<file path="src/rtl/regfile_pkg.sv">
// ---------------------------------------------------------------------------
// regfile_pkg
// Shared definitions for the regfile_sb register file:
//   - default geometry constants (DEF_DW, DEF_AW, DEF_ENTRY)
//   - ra_field(): extracts one read-port address from the packed RA bus
//   - wr_resolve(): write-port priority resolution (port 1 over port 0),
//     shared by the array write logic and the read bypass muxes
// No ports (package).
// ---------------------------------------------------------------------------
package regfile_pkg;

   localparam int DEF_DW    = 32;
   localparam int DEF_AW    = 5;
   localparam int DEF_ENTRY = 32;

   // Widest address and flattened RA bus the unpack helper supports
   // (up to 4 read ports of up to 32 address bits each).
   localparam int unsigned MAX_AW    = 32;
   localparam int unsigned RA_FLAT_W = 4 * MAX_AW;

   typedef struct packed {
      logic hit;   // some enabled port targets the address
      logic sel1;  // data comes from port 1
   } wr_sel_t;

   // Returns RA field k (aw bits wide), zero-extended to MAX_AW bits.
   function automatic logic [MAX_AW-1:0] ra_field(input logic [RA_FLAT_W-1:0] ra_flat,
                                                  input int unsigned         k,
                                                  input int unsigned         aw);
      logic [MAX_AW-1:0] mask;
      mask = (aw >= MAX_AW) ? '1 : ((MAX_AW'(1) << aw) - MAX_AW'(1));
      return MAX_AW'(ra_flat >> (k * aw)) & mask;
   endfunction

   // Enables are active low; m0/m1 are the per-port address matches.
   function automatic wr_sel_t wr_resolve(input logic wen0_n, input logic m0,
                                          input logic wen1_n, input logic m1);
      wr_sel_t r;
      r.sel1 = !wen1_n && m1;
      r.hit  = r.sel1 || (!wen0_n && m0);
      return r;
   endfunction

endpackage

</file>
<file path="src/rtl/regfile_sb_if.sv">
// ---------------------------------------------------------------------------
// regfile_sb_if
// Bus between the decode/writeback logic (master) and regfile_sb (slave).
//   WEN0/WA0/DI0  write port 0 (enable active low)
//   WEN1/WA1/DI1  write port 1 (enable active low, wins over port 0)
//   RA            packed read addresses, port k at [k*AW +: AW]
//   DOUT          packed read data, port k at [k*DW +: DW]
//   ISSUE/IWA     mark register IWA as pending writeback
//   BUSY          per-read-port pending flag
//   ANY_BUSY      OR of all stored busy bits
// ---------------------------------------------------------------------------
interface regfile_sb_if
   import regfile_pkg::*;
#(
   parameter int DW  = DEF_DW,
   parameter int AW  = DEF_AW,
   parameter int NRD = 2
) ();

   logic              WEN0;
   logic [AW-1:0]     WA0;
   logic [DW-1:0]     DI0;
   logic              WEN1;
   logic [AW-1:0]     WA1;
   logic [DW-1:0]     DI1;
   logic [NRD*AW-1:0] RA;
   logic [NRD*DW-1:0] DOUT;
   logic              ISSUE;
   logic [AW-1:0]     IWA;
   logic [NRD-1:0]    BUSY;
   logic              ANY_BUSY;

   modport master (
      output WEN0, WA0, DI0, WEN1, WA1, DI1, RA, ISSUE, IWA,
      input  DOUT, BUSY, ANY_BUSY
   );

   modport slave (
      input  WEN0, WA0, DI0, WEN1, WA1, DI1, RA, ISSUE, IWA,
      output DOUT, BUSY, ANY_BUSY
   );

endinterface

</file>
<file path="src/rtl/regfile_rdport.sv">
// ---------------------------------------------------------------------------
// regfile_rdport
// One combinational read port of regfile_sb: array mux, masking of register 0
// and out-of-range addresses, optional write bypass, BUSY select.
// Optional feature macro: REGFILE_BYPASS_EN (adds the write-port inputs and
// the bypass muxes).
// Ports:
//   wen0_n/wa0/di0, wen1_n/wa1/di1  current-cycle write ports (bypass only)
//   ra        read address
//   mem       registered array contents
//   busy_vec  registered busy bits
//   dout      read data
//   busy      pending flag for ra
// ---------------------------------------------------------------------------
module regfile_rdport
   import regfile_pkg::*;
#(
   parameter int DW      = DEF_DW,
   parameter int AW      = DEF_AW,
   parameter int ENTRY   = DEF_ENTRY,
   parameter int ZERO_R0 = 1
) (
`ifdef REGFILE_BYPASS_EN
   input  logic             wen0_n,
   input  logic [AW-1:0]    wa0,
   input  logic [DW-1:0]    di0,
   input  logic             wen1_n,
   input  logic [AW-1:0]    wa1,
   input  logic [DW-1:0]    di1,
`endif
   input  logic [AW-1:0]    ra,
   input  logic [DW-1:0]    mem [ENTRY],
   input  logic [ENTRY-1:0] busy_vec,
   output logic [DW-1:0]    dout,
   output logic             busy
);

   logic valid;
`ifdef REGFILE_BYPASS_EN
   wr_sel_t byp;
`endif

   always_comb begin
      valid = (32'(ra) < ENTRY) && !((ZERO_R0 != 0) && (ra == '0));
      dout  = '0;
      busy  = 1'b0;
      if (valid) begin
         dout = mem[ra];
         busy = busy_vec[ra];
      end
`ifdef REGFILE_BYPASS_EN
      // A same-cycle write to ra forwards its data and hides the busy bit
      // it is about to clear. Masked addresses are never written, so the
      // bypass is gated by valid as well.
      byp = wr_resolve(wen0_n, wa0 == ra, wen1_n, wa1 == ra);
      if (valid && byp.hit) begin
         dout = byp.sel1 ? di1 : di0;
         busy = 1'b0;
      end
`endif
   end

endmodule

</file>
<file path="src/rtl/regfile_sb.sv">
// ---------------------------------------------------------------------------
// regfile_sb
// ENTRY x DW register file with two prioritised synchronous write ports,
// NRD asynchronous read ports and a per-entry busy scoreboard.
// Optional feature macro: REGFILE_BYPASS_EN (same-cycle write-to-read bypass).
// Ports:
//   CLK  clock, all state updates on the rising edge
//   RST  asynchronous active-high reset (array and busy bits to 0)
//   bus  regfile_sb_if slave modport (write ports, read ports, issue, busy)
// ---------------------------------------------------------------------------
module regfile_sb
   import regfile_pkg::*;
#(
   parameter int DW      = DEF_DW,
   parameter int AW      = DEF_AW,
   parameter int ENTRY   = DEF_ENTRY,
   parameter int NRD     = 2,
   parameter int ZERO_R0 = 1
) (
   input logic         CLK,
   input logic         RST,
   regfile_sb_if.slave bus
);

   logic [DW-1:0]    mem_q [ENTRY];
   logic [DW-1:0]    mem_d [ENTRY];
   logic [ENTRY-1:0] busy_q;
   logic [ENTRY-1:0] busy_d;
   wr_sel_t          wsel;

   // Next state: a write clears the busy bit, an issue in the same cycle
   // sets it again because the newer producer wins. Addresses >= ENTRY
   // never match an entry and therefore fall out naturally.
   always_comb begin
      mem_d  = mem_q;
      busy_d = busy_q;
      wsel   = '0;
      for (int e = 0; e < ENTRY; e++) begin
         if (!((ZERO_R0 != 0) && (e == 0))) begin
            wsel = wr_resolve(bus.WEN0, bus.WA0 == AW'(e), bus.WEN1, bus.WA1 == AW'(e));
            if (wsel.hit) begin
               mem_d[e]  = wsel.sel1 ? bus.DI1 : bus.DI0;
               busy_d[e] = 1'b0;
            end
            if (bus.ISSUE && (bus.IWA == AW'(e))) begin
               busy_d[e] = 1'b1;
            end
         end
      end
   end

   always_ff @(posedge CLK or posedge RST) begin
      if (RST) begin
         for (int e = 0; e < ENTRY; e++) begin
            mem_q[e] <= '0;
         end
         busy_q <= '0;
      end else begin
         mem_q  <= mem_d;
         busy_q <= busy_d;
      end
   end

   assign bus.ANY_BUSY = |busy_q;

   for (genvar k = 0; k < NRD; k++) begin : g_rd
      logic [AW-1:0] ra_k;
      logic [DW-1:0] dout_k;
      logic          busy_k;

      assign ra_k = AW'(ra_field(RA_FLAT_W'(bus.RA), k, AW));

      regfile_rdport #(
         .DW      (DW),
         .AW      (AW),
         .ENTRY   (ENTRY),
         .ZERO_R0 (ZERO_R0)
      ) u_rdport (
`ifdef REGFILE_BYPASS_EN
         .wen0_n   (bus.WEN0),
         .wa0      (bus.WA0),
         .di0      (bus.DI0),
         .wen1_n   (bus.WEN1),
         .wa1      (bus.WA1),
         .di1      (bus.DI1),
`endif
         .ra       (ra_k),
         .mem      (mem_q),
         .busy_vec (busy_q),
         .dout     (dout_k),
         .busy     (busy_k)
      );

      assign bus.DOUT[k*DW +: DW] = dout_k;
      assign bus.BUSY[k]          = busy_k;
   end

endmodule

</file>
<file path="src/flat_wrapper.sv">
// flat-port wrapper written by rule: the top's interface ports become plain ports
module regfile_sb_flat import regfile_pkg::*;
#(
   parameter int DW      = DEF_DW,
   parameter int AW      = DEF_AW,
   parameter int ENTRY   = DEF_ENTRY,
   parameter int NRD     = 2,
   parameter int ZERO_R0 = 1
)
  (CLK, RST, bus_WEN0, bus_WA0, bus_DI0, bus_WEN1, bus_WA1, bus_DI1, bus_RA, bus_ISSUE, bus_IWA, bus_DOUT, bus_BUSY, bus_ANY_BUSY);
  regfile_sb_if #(.DW(DW), .AW(AW), .NRD(NRD)) bus_i ();
  input logic CLK;
  input logic RST;
  input wire logic [$bits(bus_i.WEN0)-1:0] bus_WEN0;
  input wire logic [$bits(bus_i.WA0)-1:0] bus_WA0;
  input wire logic [$bits(bus_i.DI0)-1:0] bus_DI0;
  input wire logic [$bits(bus_i.WEN1)-1:0] bus_WEN1;
  input wire logic [$bits(bus_i.WA1)-1:0] bus_WA1;
  input wire logic [$bits(bus_i.DI1)-1:0] bus_DI1;
  input wire logic [$bits(bus_i.RA)-1:0] bus_RA;
  input wire logic [$bits(bus_i.ISSUE)-1:0] bus_ISSUE;
  input wire logic [$bits(bus_i.IWA)-1:0] bus_IWA;
  output wire logic [$bits(bus_i.DOUT)-1:0] bus_DOUT;
  output wire logic [$bits(bus_i.BUSY)-1:0] bus_BUSY;
  output wire logic [$bits(bus_i.ANY_BUSY)-1:0] bus_ANY_BUSY;
  assign bus_i.WEN0 = bus_WEN0;
  assign bus_i.WA0 = bus_WA0;
  assign bus_i.DI0 = bus_DI0;
  assign bus_i.WEN1 = bus_WEN1;
  assign bus_i.WA1 = bus_WA1;
  assign bus_i.DI1 = bus_DI1;
  assign bus_i.RA = bus_RA;
  assign bus_i.ISSUE = bus_ISSUE;
  assign bus_i.IWA = bus_IWA;
  assign bus_DOUT = bus_i.DOUT;
  assign bus_BUSY = bus_i.BUSY;
  assign bus_ANY_BUSY = bus_i.ANY_BUSY;
  regfile_sb #(.DW(DW), .AW(AW), .ENTRY(ENTRY), .NRD(NRD), .ZERO_R0(ZERO_R0)) u_core (.CLK(CLK), .RST(RST), .bus(bus_i));
endmodule
</file>
<file path="config.mk">
export PLATFORM = sky130hd
export DESIGN_NAME = regfile_sb_flat
export DESIGN_NICKNAME = d
export VERILOG_FILES = /design/src/rtl/regfile_pkg.sv /design/src/rtl/regfile_sb_if.sv /design/src/rtl/regfile_rdport.sv /design/src/rtl/regfile_sb.sv /design/src/flat_wrapper.sv
export SDC_FILE = /design/constraint.sdc
export NUM_CORES = 2
export LEC_CHECK = 0
export BUFFER_PORTS_ARGS = -buffer_cell sky130_fd_sc_hd__buf_4
export CORE_MARGIN = 2
export CORE_UTILIZATION = 44
export DETAILED_ROUTE_END_ITERATION = 8
export SETUP_SLACK_MARGIN = 0.05
export SLEW_MARGIN = 10
export SYNTH_ARGS = -nofsm -noshare
export SYNTH_HDL_FRONTEND = slang
export SYNTH_SLANG_ARGS = --single-unit
</file>
<file path="constraint.sdc">
create_clock -name CLK -period 54.1 [get_ports CLK]
set_input_delay 10.82 -clock CLK [delete_from_list [all_inputs] [get_ports CLK]]
set_output_delay 10.82 -clock CLK [all_outputs]
set_load 0.02 [all_outputs]
</file>
==> results.toml <==
[clock_tree]
ctsHoldBuffers = 0
cts_tree = "built"
post_cts_buffers = 0
clock_latency_ps = 770
cts_resized = 0
cts-root-buf = "clkbuf_16"
cts_buffers = 117
cts_buffer_depth = 3
path_clk_slew_ps = 60
cts_sinks = 1023
cts-htree-levels = 3

[place]
hpwl_um = 136000
io_buffers = 160
place_congestion = 0.923

[timing]
setup_viol = 0
holdWs_ps = 573
slew_headroom_pct = 16.4
slew_violations = 0
rsz0062_at_grt = "no"
fin_crit_ps = 25770
hold_viol_final = 0
worst_pin_slew_ps = 1250
fmax_mhz = 38.8
timing.setup.tns_ps = 0
fin_crit_sh_pct = 47.6
finClkSkew_ps = 0

[die]
core-area_um2 = 144000
ioPinCount = 161
die_x_um = 385
die-area_um2 = 148000
die_h_um = 385
initial_utilization_pct = 44.4
fp-row-count = 139

[worst_setup_path]
worstPathRequired_ps = 43280
endpoint_kind = "output pin"
path_max_fanout = 56
rrSetupSlack_ps = 53260
critPathKind = "input pin to output pin"
crit_path_start_kind = "input pin"
cp.arrival_ps = 14950

[yosys]
synthTopCellsByArea = "dfrtp_1 40%, mux2i_1 25%, o21ai_0 5.1%"
synth.distinct_cells = 41
seq_area_frac_synth_pct = 40.1
synth_nets = 6657
ys_warn_count = 0
ys_seq_elements = 1023
synth_top_cell_by_area = "dfrtp_1"
synth_top_area_share_pct = 40.1
syn_area_um2 = 63800
netlist_instances = 6563
synthArstFlopShare_pct = 100
syn_area_per_cell_um2 = 9.72
synth_ff_type = "dfrtp_1"
synth_edf_count = 0

[global_routing]
grt_antenna_before_repair = 10
grt_pass1_vias = 50898
grt.overflow.total = 0
grt_pass1_wl_um = 354000
grt_max_degree = 163
grt_usage_pct = 32.1

[power]
power_density_nw_per_um2 = 37.7
peakVddDrop_v = 0.0000295
leakage_nw = 33.6

[detailed_routing]
drt_iter0_drc = 6309
wirelength_um = 243000
wire_per_inst_um = 29.7
avgViaCountPerCell = 6.49
drt-pass1-iter-count = 7
postRouteAntennaNets = 0
drc = 0
vias = 53166

[finish]
areaGrowthSynthToFinish_pct = 9.09
final_nets = 6278
final_common_cell = "mux2i_1"
final_util_pct = 48.4
layout_common_cells = "1,593 x mux2i_1, 1,023 x dfrtp_1, 739 x nand2_1, 655 x o21ai_0, 327 x o22ai_1"
drive_above_1_share_pct = 13.3
fill_cells = 13157

[status]
status = "finished clean"

[run]
maxCapViolCount = 0

[min_path]
hold_class = "flop to flop"
==> per-stage QoR <==
stage	instances	worst slack (ps)	instance area (um^2)	total power, mW
2_1_floorplan	6563	14490	63800	1.56
3_3_place_gp	7968	28400	65400	1.72
3_5_place_dp	7968	28420	65400	1.75
4_1_cts	8190	28420	69600	2.62
5_1_grt	8191	28360	69600	2.74
6_report	8196	28330	69600	2.63
==> area by class of cell <==
cell class	count	area (um^2)	area share [%]
antenna	6	15.0	0.0216
clock buffer	168	3440	4.95
clock inverter	54	746	1.07
inverter	9	41.3	0.0593
multi-input combinational	4780	35400	50.9
sequential	1023	25600	36.8
tap	1903	2380	3.42
timing repair buffer	253	1950	2.81
==> worst max-delay path, cell delays in order <==
cell	delay, ps
buf_6	500
buf_4	870
nand2_4	760
o22ai_1	360
nor3_1	150
nor3_1	960
buf_4	300
==> Yosys cell counts, types with 3 or more instances <==
cell type  instances
and2_1            12
nor3_2             3
mux4_2           132
buf_4             28
nor2b_1           14
o22ai_1          327
buf_2            202
inv_1              8
o21ai_1           57
dfrtp_1         1023
mux2_2           159
a22o_1             3
a32o_1            21
nor4_1             9
o21ai_0          655
a221oi_1         130
mux2i_1         1593
nor3_1           235
nand2b_1          17
clkbuf_1         472
buf_1             45
nand2_1          777
buf_6              4
nor2_1           325
a21oi_1          291
or2_2              4
==> registers in the layout, summed over array words and instances, names as in the netlist <==
register	cells
u_core.mem_q	992
u_core.busy_q	31
==> layer usage <==
layer / GRT usage (%) / wire length, um / vias up
met3: 6.70 / 22600 / 612
li1: - / - / 23064
met4: 13.7 / 11100 / 6
met1: 44.6 / 102000 / 26659
met5: 0 / 41 / -
met2: 48.6 / 107000 / 2825
==> path summary, 6_finish.rpt <==
kind | from | endpoint | cells after the start
setup reg to reg | u_core.mem_q[796] | u_core.mem_q[796] | 2
min in group asynchronous | RST | u_core.mem_q[320] | 2
hold reg to reg | u_core.busy_q[19] | u_core.busy_q[19] | 2
max in group asynchronous | RST | u_core.mem_q[176] | 6
setup / recovery | bus_RA[6] | bus_DOUT[62] | 7
hold / removal | u_core.busy_q[19] | u_core.busy_q[19] | 2
==> power by group <==
part / internal [mW] / leakage (nW) / total (mW) / switching (mW)
clock: 0.522 / 2.08 / 0.875 / 0.353
combinational: 0.302 / 18.9 / 0.619 / 0.317
sequential: 0.966 / 12.6 / 1.13 / 0.166
==> cells by family after synthesis <==
logic type,count (synthesis),share of synthesized area [%]
multiplexers,1884,32.5
AO/OA/AOI/OAI,1489,13.3
AND/OR/NAND/NOR,1407,9.04
flip-flops,1023,40.1
buffers and inverters,760,5.08
No activity file was read; power rests on OpenSTA's default activity.
